`config.mk`:
```
export PLATFORM = sky130hd
export DESIGN_NAME = ram_sdp_init
export DESIGN_NICKNAME = d
export VERILOG_FILES = /design/src/rtl/ram_sdp_init.sv
export SDC_FILE = /design/constraint.sdc
export NUM_CORES = 1
export LEC_CHECK = 0
export BUFFER_PORTS_ARGS = -buffer_cell sky130_fd_sc_hd__buf_2
export CAP_MARGIN = 10
export CORE_ASPECT_RATIO = 1.2
export CORE_UTILIZATION = 45
export DETAILED_ROUTE_END_ITERATION = 12
export PLACE_DENSITY = 0.64
export SLEW_MARGIN = 10
export SYNTH_ARGS = -nofsm -noshare
export SYNTH_HDL_FRONTEND = slang
export SYNTH_SLANG_ARGS = --single-unit
```
`constraint.sdc`:
```
create_clock -name clk -period 2.9 [get_ports clk]
set_input_delay 0.58 -clock clk [delete_from_list [all_inputs] [get_ports clk]]
set_output_delay 0.58 -clock clk [all_outputs]
set_load 0.005 [all_outputs]
```
`src/rtl/ram_sdp_init.sv`:
```
// Simple-dual-port RAM with byte-masked writes, write-first forwarding,
// hardware initialisation (after reset or on clear) and optional output register.
module ram_sdp_init #(
    parameter int unsigned         D_WIDTH    = 16,
    parameter int unsigned         A_WIDTH    = 4,
    parameter int unsigned         A_MAX      = 16,
    parameter int unsigned         OUT_REG    = 0,
    parameter logic [D_WIDTH-1:0]  INIT_VALUE = '0
) (
    input  logic                   clk,
    input  logic                   rst_n,
    input  logic                   clear,
    output logic                   busy,
    input  logic                   write_enable,
    input  logic [A_WIDTH-1:0]     address_write,
    input  logic [D_WIDTH-1:0]     data_write,
    input  logic [D_WIDTH/8-1:0]   byte_enable,
    input  logic                   read_enable,
    input  logic [A_WIDTH-1:0]     address_read,
    output logic [D_WIDTH-1:0]     data_read,
    output logic                   read_valid
);
    localparam int unsigned        NB        = D_WIDTH / 8;
    localparam int unsigned        NSTG      = (OUT_REG != 0) ? 2 : 1;
    localparam logic [A_WIDTH-1:0] LAST_ADDR = A_WIDTH'(A_MAX - 1);

    typedef enum logic {ST_INIT, ST_RUN} state_t;

    state_t               state, state_nx;
    logic [A_WIDTH-1:0]   cnt, cnt_nx;
    logic                 busy_nx;
    logic                 wr_in, rd_in, wr_go, rd_go;
    logic [D_WIDTH-1:0]   mem [A_MAX];
    logic [D_WIDTH-1:0]   rd_word;
    logic [NSTG:0]        vld;
    logic [D_WIDTH-1:0]   dat [NSTG+1];

    // Control state register
    always_ff @(posedge clk or negedge rst_n) begin
        if (!rst_n) begin
            state <= ST_INIT;
            cnt   <= '0;
            busy  <= 1'b1;
        end else begin
            state <= state_nx;
            cnt   <= cnt_nx;
            busy  <= busy_nx;
        end
    end

    // Next state: clear restarts the init sweep from address 0 in any state
    always_comb begin
        state_nx = state;
        cnt_nx   = cnt;
        if (clear) begin
            state_nx = ST_INIT;
            cnt_nx   = '0;
        end else if (state == ST_INIT) begin
            if (cnt == LAST_ADDR) begin
                state_nx = ST_RUN;
                cnt_nx   = '0;
            end else begin
                cnt_nx = cnt + A_WIDTH'(1);
            end
        end
        busy_nx = (state_nx == ST_INIT);
    end

    assign wr_in = 32'(address_write) < A_MAX;
    assign rd_in = 32'(address_read) < A_MAX;
    assign wr_go = (state == ST_RUN) && !clear && write_enable && wr_in;
    assign rd_go = (state == ST_RUN) && !clear && read_enable;

    // Read word with write-first merge; out-of-range reads return zero
    always_comb begin
        rd_word = '0;
        if (rd_in) begin
            rd_word = mem[address_read];
            if (write_enable && (address_write == address_read)) begin
                for (int i = 0; i < NB; i++) begin
                    if (byte_enable[i]) rd_word[8*i +: 8] = data_write[8*i +: 8];
                end
            end
        end
    end

    // Storage array is never reset; the init sweep overwrites it instead
    always_ff @(posedge clk) begin
        if (state == ST_INIT) begin
            mem[cnt] <= INIT_VALUE;
        end else if (wr_go) begin
            for (int i = 0; i < NB; i++) begin
                if (byte_enable[i]) mem[address_write][8*i +: 8] <= data_write[8*i +: 8];
            end
        end
    end

    // Read pipeline: stage 0 samples at the accepting edge, data moves only with valid
    always_ff @(posedge clk or negedge rst_n) begin
        if (!rst_n) begin
            vld <= '0;
            for (int i = 0; i <= NSTG; i++) dat[i] <= '0;
        end else begin
            vld <= {vld[NSTG-1:0], rd_go};
            if (rd_go) dat[0] <= rd_word;
            for (int i = 1; i <= NSTG; i++) begin
                if (vld[i-1]) dat[i] <= dat[i-1];
            end
        end
    end

    assign read_valid = vld[NSTG];
    assign data_read  = dat[NSTG];

endmodule

```
Word-level counts from Yosys, hierarchy flattened
Memories as Yosys holds them, arrays and structs flattened.
Cells that the tools add are included.
{ "word_totals": {"mem_count": 1, "out_inout_bits": 18, "reg_bits": 40, "ramBits": 256, "wordCells": 39, "in_bits": 31} }
{ "op_classes": {"addsub": 1, "n_eq_ne": 3, "reduce_logical": 6, "bitwise_logic": 1, "muxes": 21} }
{ "mem_list": {"columns": ["name", "words", "word_bits", "rd", "rd_clocked_by_memory_dff", "write_ports", "line", "text"], "rows": [
  ["mem", 16, 16, 1, 0, 1, "33", "logic [D_WIDTH-1:0] mem [A_MAX];"]
]} }
{ "op_table": {"columns": ["cell", "n"], "rows": [
  ["$mux W16", 2],
  ["$mux W4", 4],
  ["$mux W8", 2],
  ["$reduce_or A16 Y1", 1],
  ["$mux W1", 12],
  ["$add A4 B1 Y4 const B", 1],
  ["$eq A4 B4 Y1", 1],
  ["$eq A4 B4 Y1 const B", 1],
  ["$logic_and A1 B1 Y1", 4],
  ["$mux W2", 1],
  ["$ne A2 B2 Y1 const B", 1],
  ["$logic_not A1 Y1", 1],
  ["$not A1 Y1", 1]
]} }

Logic depth before layout (Yosys ltp)
{ "depth": {"word_depth": 8, "ltp_mapped": 7} }

Worst setup path before layout
OpenSTA, ideal clock, no wires.
{ "synth_path": {"path_kind": "input-to-reg", "startpoint": "in clear", "endpoint": "mem mem[13][0] (enable)", "path_slack_ns": 0.677, "cell_stages": 6, "required_ns": 2.530, "setup_ns": 0.370, "t_arrival_ns": 1.852, "cell_sequence": "buf_2 -> and3b_1 -> clkbuf_1 -> a21oi_1 -> o21ai_0 -> nor2_1"} }
{ "synth_between": {"elab_chain_cells": 8, "elab_cells_between_ends": 12} }
{ "synth_rtl": {"columns": ["item", "line", "text"], "rows": [
  ["start, declared", "12", "input logic clear,"],
  ["$logic_not A1 Y1 (*)", "71", "assign wr_go = (state == ST_RUN) && !clear && write_enable && wr_in;"],
  ["$logic_and A1 B1 Y1 (*) (2 in series)", "71", null],
  ["$mux W1", "91", "end else if (wr_go) begin"],
  ["$mux W1", "89", "if (state == ST_INIT) begin"],
  ["$mux W1 (not written as such)", "93", "if (byte_enable[i]) mem[address_write][8*i +: 8] <= data_write[8*i +: 8];"],
  ["$reduce_or A16 Y1 (no source line)", null, null],
  ["$mux W4 (no source line) or $mux W2 (tied branches)", null, null],
  ["end, declared", "33", null]
]} }
Every way passes the cells marked *; elsewhere a longest branch is shown, timed or not.

Worst setup path after layout
{ "layout_path": {"startpoint": "reg state", "endpoint": "mem mem[5][5] (enable)"} }
{ "layout_between": {"elab_chain_cells": 7, "elab_cells_between_ends": 12} }
{ "layout_rtl": {"columns": ["item", "line", "text"], "rows": [
  ["start, declared", "29", "state_t state, state_nx;"],
  ["start signal, assigned", "45", "state <= state_nx;"],
  ["$logic_and A1 B1 Y1 (2 in series)", "71", null],
  ["$mux W1", "91", null],
  ["$mux W1", "89", null],
  ["$mux W1 (not written as such)", "93", null],
  ["$reduce_or A16 Y1 (no source line)", null, null],
  ["$mux W4 (no source line) or $mux W2 (tied branches)", null, null]
]} }
Several ways; a longest one is shown, not always the timed one.

==> impl_metrics.toml <==
[outcome]
status = "finished, final reports clean"

[timing]
relSlewSlack_pct = 17.5
hold_violations = 0
setup_slack_ns = 0.384
fin_skew_ns = 0.0194
fin_setup_tns_ns = 0
finalMaxSlewViolations = 0
finalCritPeriodShare_pct = 86.8
fin_hold_ws_ns = 0.157
rsz0062_at_grt = "false"
finalCriticalPeriod_ns = 2.52
fmax_ghz = 0.397
setup_viol = 0
tightestPinTransition_ns = 1.23

[die]
io_pins = 49
dieArea_um2 = 27000
die_w_um = 150
die_h_um = 180
coreArea_um2 = 25700
num_rows = 64
start_util_pct = 46.1

[layout]
drive_gt1_share_pct = 31.6
fin_area_um2 = 13700
area_growth_pct = 15.4
diodes = 0
nNetsFinal = 744

[synthesis]
async_flop_share_pct = 13.5
yosysSeqAreaShare_pct = 73.4
synth_cell_types = 38
synth.most_common_cell = "edfxtp_1"
ys_top_cells_by_area = "edfxtp_1 65%, mux4_2 12%, dfrtp_1 8.2%"
yosys_warnings = 0
netlist_area_um2 = 11800
synth-seq-cells = 296
synth_flop_cell = "edfxtp_1"
syn_area_per_cell_um2 = 18.8
yosys-top-cells-count = "256 x edfxtp_1, 64 x mux4_2, 41 x nor2_1"
netlist.area_leader.share_pct = 64.9
yosys.area.top_type = "edfxtp_1"
synth_edf_count = 256
syn_nets = 663
syn_inst = 631

[global_route]
track_usage_pct = 19.8
antenna_found_initial = 0
grt_max_degree = 66
grt-ovfl-total = 0
grt_pass1_wl_um = 39400
grt_pass1_vias = 6553

[route]
wl_met1_um = 10200
drcViolationCount = 0
ant_nets = 0
route.met2.wl_um = 13700
dr_total_vias = 6177
vias_per_cell = 5.80
routedWlPerCell_um = 24.3
drtIter0Drc = 602
dr.pass1.iters = 5
met3WireLength_um = 1080
routed.top_layer = "met4"
wl_um = 25800

[setup_path]
endpoint_kind = "flip-flop"
worstReg2RegEnd = "mem[5][5]"
worst_r2r_path_depth = 5
worstReg2RegStart = "state"
arrival_ns = 2.83
crit_required_ns = 3.21
worstSetupPathType = "flip-flop to flip-flop"
cp-start-kind = "flip-flop"
path_max_fanout = 11
regToRegSetupSlack_ns = 0.38

[pwr]
p_leak_nw = 4.78
power_density_nw_per_um2 = 673
vdd.ir_drop.worst_mv = 0.526

[clock_tree]
tritoncts = "done"
post_cts_buffers = 0
cts_buffers = 30
cts_root_buffer = "clkbuf_16"
htreeDepth = 1
cts_resized = 0
clkLatencyLatePin_ns = 0.56
clk_pin_slew_ns = 0.06
cts_sinks = 296
cts_max_path_buffers = 3
hold_buffers = 0

[place]
place_area_um2 = 12600
dpl.hpwl_um = 17100
finalWeightedCongestion = 0.886
buffer_ports.inserted = 48
preCtsSetupSlack_ns = 0.219

[hold_path]
hp-class = "input port to asynchronous set/reset pin"

[job]
drv_cap = 0
-- routing by layer --
| layer | GRT usage (%) | up-vias |
|---|---|---|
| li1 | - | 2691 |
| met1 | 26.0 | 3226 |
| met2 | 33.9 | 199 |
| met3 | 2.69 | 61 |
| met4 | 6.71 | 0 |
| met5 | 0 | - |
-- worst max-delay path: stages, from the launching register on --
cell	delay (ns)
dfrtp_1	0.54
and3b_1	0.38
a21oi_1	0.11
a31oi_1	0.87
nor2_1	0.15
buf_4	0.23
-- layout by cell type, fill, tap and decap left out, types with 3 or more instances in the layout --
master | Yosys | layout
nor2_1 | 41 | 41
clkinv_2 | 0 | 8
clkinv_1 | 0 | 5
buf_2 | 3 | 47
clkbuf_16 | 0 | 30
buf_4 | 18 | 47
and3_1 | 17 | 17
a31oi_1 | 5 | 5
a22oi_1 | 32 | 32
a221o_1 | 16 | 16
nand2b_1 | 5 | 5
inv_1 | 3 | 3
xor2_1 | 3 | 3
mux2_2 | 16 | 16
buf_12 | 0 | 4
edfxtp_1 | 256 | 256
nor3_1 | 3 | 3
nand2_1 | 22 | 22
mux4_2 | 64 | 64
and2_1 | 18 | 18
a21oi_1 | 9 | 9
nand3b_1 | 3 | 3
bufinv_16 | 0 | 6
dfrtp_1 | 39 | 39
o21ai_0 | 8 | 8
-- cell families (layout without fill, tap and decap cells) --
logic type	after synthesis	count (layout)	synth area share, %
DFF	296	296	73.4
xor gates and xnor gates	5	5	0.370
and+or+nand+nor	122	122	5.22
muxes	82	82	13.9
buffers and inverters	53	157	2.60
adders and majority gates	1	1	0.106
AOI/OAI and AO/OA	72	72	4.47
-- through the flow --
stage | utilization [%] | power (mW) | cells
floorplan | - | 5.10 | 631
global placement | 49.1 | 5.28 | 1010
detailed placement | 49.1 | 5.30 | 1010
CTS | 53.2 | 9.26 | 1065
global route | 53.2 | 9.47 | 1065
finish | 53.2 | 9.20 | 1065
-- registers in the layout, indices dropped and copies added (netlist names) --
name and cells:
mem 256, dat 16, data_read 16, cnt 4, vld 2, busy 1
state 1
-- power breakdown --
group	switching [mW]	leakage, nW	internal (mW)
Clock	1.57	0.507	2.42
Sequential	0.0367	2.76	4.69
Combinational	0.277	1.51	0.209
-- final cells by class --
class | instances | area (um^2)
Timing Repair Buffer | 98 | 668
Clock inverter | 24 | 284
Sequential cell | 296 | 8690
Multi-Input combinational cell | 282 | 2850
Clock buffer | 31 | 754
Tap cell | 330 | 413
Inverter | 4 | 15.0
Fill cell | 1971 | 12000
-- worst max-delay path by stage --
stage / startpoint / end / slack (ns) / cells after the start
finish: state / mem[5][5] / 0.38 / 5
global placement: clear / mem[5][7] / 0.27 / 6
detailed placement: clear / mem[5][5] / 0.22 / 6
global route: state / mem[14][2] / 0.19 / 4
floorplan: clear / mem[13][0] / 0.68 / 6
CTS: state / mem[5][0] / 0.42 / 5
Power figures use the tool's default switching activity.
